--- src/rtl/pe_v8_drain.sv ---
// Result-vector drain: buffers whole PE result vectors in a FIFO and streams them out one lane per handshake.
// Optional out_last port is enabled by defining DRAIN_LAST_EN.
module pe_v8_drain #(
    parameter int unsigned REG_WIDTH = 16,
    parameter int unsigned VECTOR    = 8,
    parameter int unsigned DEPTH     = 4
) (
    input  logic                         clk,
    input  logic                         rst_n,
    input  logic                         in_valid,
    input  logic [REG_WIDTH-1:0]         c_in [VECTOR-1:0],
    output logic [REG_WIDTH-1:0]         out_data,
    output logic [$clog2(VECTOR)-1:0]    out_lane,
    output logic                         out_valid,
    input  logic                         out_ready,
`ifdef DRAIN_LAST_EN
    output logic                         out_last,
`endif
    output logic                         full,
    output logic                         empty,
    output logic [$clog2(DEPTH):0]       count,
    output logic                         overflow,
    input  logic                         clr_ovf
);

    localparam int unsigned LANE_W = $clog2(VECTOR);
    localparam int unsigned PTR_W  = $clog2(DEPTH);
    localparam int unsigned CNT_W  = PTR_W + 1;

    typedef enum logic {
        IDLE   = 1'b0,
        STREAM = 1'b1
    } state_t;

    state_t                 state;
    logic [PTR_W-1:0]       wr_ptr;
    logic [PTR_W-1:0]       rd_ptr;
    logic [CNT_W-1:0]       count_nxt;
    logic [REG_WIDTH-1:0]   mem [DEPTH][VECTOR];

    logic xfer;
    logic last_lane;
    logic pop;
    logic wr_ok;
    logic drop;

    assign out_valid = (state == STREAM);
    assign out_data  = mem[rd_ptr][out_lane];
    assign full      = (count == CNT_W'(DEPTH));
    assign empty     = (count == '0);

    // A full FIFO still accepts a write when the head vector retires on the same edge.
    assign xfer      = out_valid && out_ready;
    assign last_lane = (out_lane == LANE_W'(VECTOR - 1));
    assign pop       = xfer && last_lane;
    assign wr_ok     = in_valid && (!full || pop);
    assign drop      = in_valid && !wr_ok;

`ifdef DRAIN_LAST_EN
    assign out_last  = out_valid && last_lane;
`endif

    always_comb begin
        count_nxt = count;
        if (wr_ok && !pop) begin
            count_nxt = count + CNT_W'(1);
        end else if (!wr_ok && pop) begin
            count_nxt = count - CNT_W'(1);
        end
    end

    // Control, pointers, lane counter and sticky overflow.
    always_ff @(posedge clk) begin
        if (!rst_n) begin
            state    <= IDLE;
            wr_ptr   <= '0;
            rd_ptr   <= '0;
            count    <= '0;
            out_lane <= '0;
            overflow <= 1'b0;
        end else begin
            count <= count_nxt;
            if (wr_ok) begin
                wr_ptr <= wr_ptr + PTR_W'(1);
            end
            if (pop) begin
                rd_ptr <= rd_ptr + PTR_W'(1);
            end
            if (xfer) begin
                out_lane <= last_lane ? '0 : out_lane + LANE_W'(1);
            end
            if (drop) begin
                overflow <= 1'b1;
            end else if (clr_ovf) begin
                overflow <= 1'b0;
            end
            case (state)
                IDLE:    if (wr_ok) state <= STREAM;
                STREAM:  if (pop && (count == CNT_W'(1)) && !wr_ok) state <= IDLE;
                default: state <= IDLE;
            endcase
        end
    end

    // Vector storage; not reset, the pointers define what is live.
    always_ff @(posedge clk) begin
        if (rst_n && wr_ok) begin
            for (int i = 0; i < int'(VECTOR); i++) begin
                mem[wr_ptr][i] <= c_in[i];
            end
        end
    end

endmodule

--- config.mk ---
export PLATFORM = sky130hd
export DESIGN_NAME = pe_v8_drain
export DESIGN_NICKNAME = d
export VERILOG_FILES = /design/src/rtl/pe_v8_drain.sv
export SDC_FILE = /design/constraint.sdc
export NUM_CORES = 1
export LEC_CHECK = 0
export ABC_AREA = 1
export CAP_MARGIN = 20
export CORE_ASPECT_RATIO = 2
export CORE_MARGIN = 2
export CORE_UTILIZATION = 50
export CTS_CLUSTER_SIZE = 10
export DETAILED_ROUTE_END_ITERATION = 8
export GPL_TIMING_DRIVEN = 0
export PLACE_DENSITY_LB_ADDON = 0.15
export SYNTH_ARGS = -nofsm -noshare
export SYNTH_HDL_FRONTEND = slang
export SYNTH_SLANG_ARGS = --single-unit
--- constraint.sdc ---
create_clock -name clk -period 7.5 [get_ports clk]
set_input_delay 1.5 -clock clk [delete_from_list [all_inputs] [get_ports clk]]
set_output_delay 1.5 -clock clk [all_outputs]
set_load 0.02 [all_outputs]
Yosys cells after proc, flatten, opt, wreduce, memory -nomap -nowiden
Memories as Yosys holds them, arrays and structs flattened. A register that Yosys moved wholly into a read port is not among the register bits.
Index checks and enable logic that the tools add are counted.
Cells by class
  order comparisons: 1
  add/sub/neg operators: 5
  muxes and demuxes: 15
  bitwise operators: 2
  equality and inequality tests: 3
  reductions and logical operators: 16
Operators by type and width (count)
  binary-select mux 16 bit (select 3 bit): 1
  two-way mux 16 bit: 2
  logical AND 1 bit: 9
  two-way mux 3 bit: 3
  adder 3 x 1 -> 3 bit (second input constant): 2
  equality test 3 bit (second input constant): 2
  two-way mux 1 bit: 6
  adder 2 x 1 -> 2 bit (second input constant): 2
  greater-or-equal comparator 4 bit (second input constant): 1
  two-way mux 2 bit: 2
  inverter 3 -> 4 bit: 1
  nonzero test 2 bit: 2
  equality test 3 x 1 -> 1 bit (second input constant): 1
  zero test 1 bit: 3
  zero test 3 bit: 1
  subtractor 3 x 1 -> 3 bit (second input constant): 1
  case mux 1 bit (2 select lines): 1
  logical OR 1 bit: 1
  inverter 1 bit: 1
Word-level totals
  output and inout bits: 26
  memories: 1
  input bits: 133
  flip-flop bits (word level): 12
  memory bits (writable): 512
Memories
  mem: depth 4, bits a word 128, read ports 1, clocked after memory_dff 1, wr ports 1, line 39  | logic [REG_WIDTH-1:0] mem [DEPTH][VECTOR];

Depth between registers and ports, before layout
Gate-level depths: netlist of the first run.
  depth after elaboration: 8
  gate-level depth with buffers: 12
  depth with buffers taken out: 9

Least setup slack after synthesis of the first run
OpenSTA, ideal clock, no wires.
  path kind: input-to-reg
  start point: input out_ready
  end point: memory mem[0][0] in the netlist's numbering (enable)
  setup slack: -545 ps
  data arrival time: 7428 ps
  buffers on the path: 0
  setup time: 617 ps
  cell stages on the path: 6
  cells stage by stage: nand3_1 nand2_1 inv_1 nor2_1 nand2_1 nor2_1
On the way
  cells in the longest elaborated chain, start to end: 7
RTL lines
  from (decl): line 15  | input logic out_ready,
  logical AND 1 bit: line 53  | assign xfer = out_valid && out_ready;
  logical AND 1 bit: line 55  | assign pop = xfer && last_lane;
  logical OR 1 bit: line 56  | assign wr_ok = in_valid && (!full || pop);
  logical AND 1 bit: line 56
  logical AND 1 bit: line 107  | if (rst_n && wr_ok) begin
  two-way mux 1 bit: line 107
  two-way mux 1 bit (not written as such): line 109  | mem[wr_ptr][i] <= c_in[i];
  to (decl): line 39
Every way passes these cells.

Final worst setup path of the first run
  start point: register out_lane[0]
  end point: output out_data[2]
On the way
  cells in the longest elaborated chain, start to end: 4
RTL lines
  from (decl): line 13  | output logic [$clog2(VECTOR)-1:0] out_lane,
  from (signal assigned): line 90  | out_lane <= last_lane ? '0 : out_lane + LANE_W'(1);
  inverter 3 -> 4 bit (not written as such): line 48  | assign out_data = mem[rd_ptr][out_lane];
  binary-select mux 16 bit (select 3 bit): line 48
  two-way mux 16 bit (not written as such) (2 in series): line 48
  to (decl): line 12  | output logic [REG_WIDTH-1:0] out_data,
Every way passes these cells. The select of a mux whose other input is x is not followed.

==> impl_metrics.py, run 1 <==
metrics = {
    "outcome": {
        "status": "finished clean",
    },
    "logic_synthesis": {
        "syn_inst": 1823,
        "synth_nets": 1966,
        "synth_area_um2": 21500,
        "yosys_warnings": 0,
        "ys_ff_latch": 526,
        "synth-edff-count": 512,
        "yosysMostFrequentCell": "nand2_1",
        "yosys.area.top_type": "edfxtp_1",
        "synth_area_leaders": "edfxtp_1 72%, nand2_1 13%, nand3_1 9.0%, buf_6 1.3%, dfxtp_1 1.3%",
        "synth_cell_types": 22,
        "synth-seq-area-share_pct": 72.9,
        "synth_top_area_share_pct": 71.6,
        "synth_flop_cell": "edfxtp_1",
        "avgSynthCellArea_um2": 11.8,
        "synthArstFlopShare_pct": 0,
        "synthTopCellsByCount": "731 x nand2_1, 512 x edfxtp_1, 387 x nand3_1",
    },
    "pwr": {
        "p_per_area_nw_per_um2": 243,
        "p_leak_nw": 9.53,
        "ir_worst_vdd_v": 0.000180,
    },
    "critical_path": {
        "r2r_cells": 11,
        "critPathCaptureType": "output pin",
        "crit_path_start_kind": "flop",
        "criticalPathCategory": "reg2out",
        "reg2reg_slack_ns": 3.69,
        "arrival_ns": 3.48,
        "cp_max_fo": 10,
        "reg2reg_to": "mem[0][69]$_DFFE_PP_",
        "cp.required_ns": 6.00,
        "reg2reg_from": "out_lane[0]$_SDFFE_PN0N_",
    },
    "floorplan": {
        "num_rows": 107,
        "dieArea_um2": 44700,
        "core-area_um2": 42600,
        "fp.dieW_um": 151,
        "die_h_um": 297,
        "ios": 159,
        "start_util_pct": 50.5,
    },
    "routing": {
        "post_drt_wl_per_cell_um": 23.1,
        "vias": 14799,
        "first_pass_iters": 6,
        "first_iter_violations": 1370,
        "wl_um": 60800,
        "drc": 0,
        "postRouteAntennaNets": 0,
        "vias_per_cell": 5.62,
    },
    "sta": {
        "final.setup.tns_ns": 0,
        "finalSetupViolCount": 0,
        "whs_ns": 0.459,
        "timing.final.ws_setup_ns": 2.52,
        "slew_violations": 0,
        "fin_crit_sh_pct": 66.4,
        "fmax_mhz": 201,
        "timing_hold_violations_final": 0,
        "rsz0062_at_grt": "no",
        "worst_pin_slew_ns": 0.896,
        "min_period_ns": 4.98,
        "slew_headroom_pct": 40.1,
        "fin_worst_skew_ns": 0.0199,
    },
    "clock_tree": {
        "cts_buffers": 58,
        "root_buffer": "clkbuf_16",
        "clkSinkCount": 526,
        "post_cts_resized": 0,
        "clkTransAtPathRegs_ns": 0.06,
        "tritoncts": "done",
        "hold_buffers": 0,
        "cts_setup_buffers": 0,
        "ctsLongestPathBuffers": 3,
        "cts-htree-levels": 2,
        "insertion_delay_ns": 0.59,
    },
    "hold_path": {
        "holdPathStages": 2,
        "hold_end": "overflow$_SDFFE_PN0P_",
        "worstHoldStart": "overflow$_SDFFE_PN0P_",
        "hp-class": "reg2reg",
    },
    "placed_design": {
        "dpl.hpwl_um": 42500,
        "io_buffers": 157,
        "dp_slack_ns": 2.51,
        "routabilityCongestion": 0.915,
    },
    "final_layout": {
        "area_delta_synth_final_pct": 20.0,
        "final_nets": 2203,
        "drive_above_1_share_pct": 8.06,
        "n_fill_cell": 3347,
    },
    "global_route": {
        "grt_pass1_vias": 14691,
        "grt_max_degree": 29,
        "antenna_found_initial": 1,
        "grt_overflow": 0,
        "grt_pass1_wl_um": 88800,
        "grt_usage_pct": 27.1,
    },
    "job": {
        "max_cap_viol_count": 0,
    },
}
==> power by group <==
part | internal (mW) | total [mW] | switching (mW)
Clock | 1.44 | 2.49 | 1.05
Combinational | 0.168 | 0.448 | 0.281
Sequential | 3.31 | 3.33 | 0.0210
Total | 4.91 | 6.27 | 1.35
==> layout make-up <==
type / count / area, um^2 / area share (%)
multi-input cells: 1163 / 5010 / 19.4
plain buffers: 111 / 758 / 2.94
diodes: 1 / 2.50 / 0.00970
clock inverters: 1 / 8.76 / 0.0340
flip-flops and latches: 526 / 15700 / 60.7
well taps: 545 / 682 / 2.64
inverters: 23 / 91.3 / 0.354
clock buffers: 84 / 1590 / 6.17
repair buffers: 177 / 1990 / 7.70
==> critical path, cell delays in order (launching register included) <==
cell and delay (ns):
dfxtp_1 0.47, buf_2 0.35, buf_1 0.66, nand3_1 0.24, nand2_1 0.23, nand2_1 0.08, nand2_1 0.07, nand2_1 0.05
nand2_1 0.11, clkdlybuf4s50_1 0.62
==> routing by layer <==
layer	routed length [um]	GRT usage [%]	vias to the layer above
li1	-	-	6784
met1	21900	31.8	7240
met2	32700	49.3	614
met3	3440	3.36	159
met4	2740	11.5	2
met5	13	0	-
==> cells in the final DEF (no fill, tap or decap), types with 7 or more instances in the layout <==
cell type,netlist,layout
nand3_1,387,387
buf_12,0,18
nand2_1,731,731
nor2_1,12,8
buf_4,25,25
clkbuf_1,19,43
buf_2,30,30
o21ai_0,7,7
inv_1,21,21
edfxtp_1,512,512
buf_6,25,25
clkbuf_16,0,60
clkdlybuf4s50_1,0,157
buf_1,10,10
dfxtp_1,14,14
ha_1,10,10
a21oi_1,10,10
==> per-stage QoR <==
step	total power, mW	cells	area (um^2)	utilization [%]
final	6.27	2631	25800	60.6
after detailed placement	3.83	2545	24200	56.8
after global routing	6.43	2630	25800	60.6
after global placement	3.83	2525	23700	55.8
after floorplan	3.58	1823	21500	-
after CTS	6.28	2630	25800	60.6
==> worst max-delay path by stage <==
stage                             start  cells after the start               endpoint
6_report       out_lane[0]$_SDFFE_PN0N_                      9            out_data[2]
5_1_grt        out_lane[0]$_SDFFE_PN0N_                      9           out_data[12]
4_1_cts        out_lane[0]$_SDFFE_PN0N_                      9           out_data[12]
3_5_place_dp                  out_ready                     10  mem[0][106]$_DFFE_PP_
3_3_place_gp                  out_ready                      7   mem[2][22]$_DFFE_PP_
2_1_floorplan                 out_ready                      6    mem[0][0]$_DFFE_PP_
==> sequential cells by signal, summed over array words and instances, names as in the netlist, named ones only <==
signal and count:
out_lane 3, rd_ptr 2, count 3, overflow 1
wr_ptr 2, mem 512, out_valid 1
==> cell families after synthesis <==
group	Yosys count	share of synthesized area (%)
XOR/XNOR	3	0.122
adder cells (fa/ha/maj)	10	0.582
buffers and inverters	134	3.95
AND/OR/NAND/NOR	1131	22.0
flip-flops	526	72.9
AO/OA/AOI/OAI	19	0.454
Power figures use the tool's default switching activity.
==> inputs of run 2 (changes only) <==
Clock period 7.5 ns to 4.7 ns, I/O delays scaled along.
==> run 2 against run 1 <==
Against the previous run:
- critical path depth increased by 1
- clock skew shrank 0.0021 ns
- via count is 0.36% lower
- critical endpoint is now out_data[13]
==> impl_metrics.py, run 2 (synthesis results as in run 1) <==
metrics = {
    "outcome": {
        "status": "finished clean",
    },
    "global_route": {
        "grt_pass1_vias": 14793,
        "antenna_found_initial": 2,
        "grt_max_degree": 29,
        "grt_usage_pct": 27.0,
        "grt_overflow": 0,
        "grt_pass1_wl_um": 88500,
    },
    "floorplan": {
        "start_util_pct": 50.5,
        "num_rows": 107,
        "ios": 159,
        "dieArea_um2": 44700,
        "fp.dieW_um": 151,
        "core-area_um2": 42600,
        "die_h_um": 297,
    },
    "critical_path": {
        "r2r_cells": 11,
        "reg2reg_from": "out_lane[0]$_SDFFE_PN0N_",
        "cp_max_fo": 10,
        "reg2reg_slack_ns": 0.99,
        "arrival_ns": 3.58,
        "reg2reg_to": "mem[2][15]$_DFFE_PP_",
        "critPathCaptureType": "output pin",
        "cp.required_ns": 3.76,
        "criticalPathCategory": "reg2out",
        "crit_path_start_kind": "flop",
    },
    "clock_tree": {
        "cts_setup_buffers": 0,
        "clkSinkCount": 526,
        "post_cts_resized": 0,
        "cts-htree-levels": 2,
        "ctsLongestPathBuffers": 3,
        "cts_buffers": 58,
        "hold_buffers": 0,
        "root_buffer": "clkbuf_16",
        "tritoncts": "done",
        "clkTransAtPathRegs_ns": 0.06,
        "insertion_delay_ns": 0.59,
    },
    "routing": {
        "post_drt_wl_per_cell_um": 23.0,
        "wl_met3_um": 3670,
        "drc": 0,
        "first_iter_violations": 1112,
        "vias_per_cell": 5.60,
        "dr.max_layer_used": "met5",
        "vias": 14745,
        "wl_met1_um": 21600,
        "postRouteAntennaNets": 0,
        "wl_um": 60500,
        "wl_met2_um": 32300,
        "first_pass_iters": 6,
    },
    "pwr": {
        "p_leak_nw": 9.56,
        "ir_worst_vdd_v": 0.000286,
        "p_per_area_nw_per_um2": 387,
    },
    "final_layout": {
        "final_common_cell": "nand2_1",
        "diodes": 0,
        "final_cells": 2632,
        "area_delta_synth_final_pct": 20.3,
        "design_area_um2": 25800,
        "registers.top_by_ff_count": "mem",
        "largest_register_ffs": 512,
        "top_regs": "mem: 512 flops, count: 3 flops, out_lane: 3 flops",
        "n_fill_cell": 3304,
        "drive_above_1_share_pct": 8.10,
        "final_cell_mix": "731 x nand2_1, 512 x edfxtp_1, 387 x nand3_1",
        "final_nets": 2204,
    },
    "placed_design": {
        "dpl.hpwl_um": 42400,
        "place_area_um2": 24200,
        "routabilityCongestion": 0.915,
        "dp_slack_ns": 0.507,
        "io_buffers": 157,
        "placed_cells": 2546,
    },
    "sta": {
        "final.setup.tns_ns": 0,
        "timing.final.ws_setup_ns": 0.185,
        "finalSetupViolCount": 0,
        "fin_worst_skew_ns": 0.0178,
        "slew_headroom_pct": 44.0,
        "fin_crit_sh_pct": 96.1,
        "rsz0062_at_grt": "no",
        "min_period_ns": 4.52,
        "worst_pin_slew_ns": 0.839,
        "fmax_mhz": 221,
        "timing_hold_violations_final": 0,
        "slew_violations": 0,
    },
    "hold_path": {
        "hold_end": "rd_ptr[0]$_SDFFE_PN0P_",
        "hp-class": "reg2reg",
        "holdPathStages": 2,
        "worstHoldStart": "rd_ptr[0]$_SDFFE_PN0P_",
    },
    "job": {
        "max_cap_viol_count": 0,
    },
}
-- run 2: changes by cell type in the layout (fill, tap and decap cells not counted) --
cell / before / now
buf_16: 2 / 7
clkbuf_1: 43 / 44
buf_12: 18 / 14
diode_2: 1 / 0
-- run 2: worst max-delay path, stage by stage (launching register included) --
cell	delay [ns]
dfxtp_1	0.40
inv_1	0.11
buf_2	0.35
clkbuf_1	0.65
nand3_1	0.39
nand2_1	0.14
nand2_1	0.05
nand2_1	0.07
nand2_1	0.05
nand2_1	0.14
clkdlybuf4s50_1	0.63
-- run 2: report_power, final --
part,switching [mW],internal (mW)
Clock,1.66,2.30
Sequential,0.0323,5.28
Combinational,0.451,0.270
Total,2.15,7.85
-- run 2: how the worst max path moves through the flow --
stage | cells after the start | from | end | slack, ns
2_1_floorplan | 6 | out_ready | mem[0][0]$_DFFE_PP_ | -0.67
3_3_place_gp | 7 | out_ready | mem[1][0]$_DFFE_PP_ | -4.28
3_5_place_dp | 10 | out_ready | mem[2][15]$_DFFE_PP_ | 0.51
4_1_cts | 10 | out_lane[0]$_SDFFE_PN0N_ | out_data[13] | 0.19
5_1_grt | 10 | out_lane[0]$_SDFFE_PN0N_ | out_data[14] | 0.11
6_report | 10 | out_lane[0]$_SDFFE_PN0N_ | out_data[13] | 0.18
-- run 2: per-layer routing --
layer  vias up  global-route usage [%]
met5         -                       0
met4         4                    12.7
met3       132                    3.54
met2       618                    48.8
met1      7193                    31.1
li1       6798                       -
-- run 2: layout make-up --
cell class / instances / area, um^2 / area share [%]
Sequential cell: 526 / 15700 / 60.6
Multi-Input combinational cell: 1163 / 5010 / 19.4
Timing Repair Buffer: 178 / 2040 / 7.91
Clock buffer: 85 / 1600 / 6.17
Buffer: 111 / 758 / 2.93
Tap cell: 545 / 682 / 2.64
Inverter: 23 / 91.3 / 0.353
Clock inverter: 1 / 8.76 / 0.0339
-- run 2: per-stage QoR --
step                      utilization (%)  total power, mW  hold WS (ns)
after floorplan                         -             5.70         0.443
after global placement               55.8             6.10         0.455
after detailed placement             56.9             6.12         0.462
after CTS                            60.7             10.0         0.471
after global routing                 60.7             10.3         0.498
final                                60.7             10.0         0.470
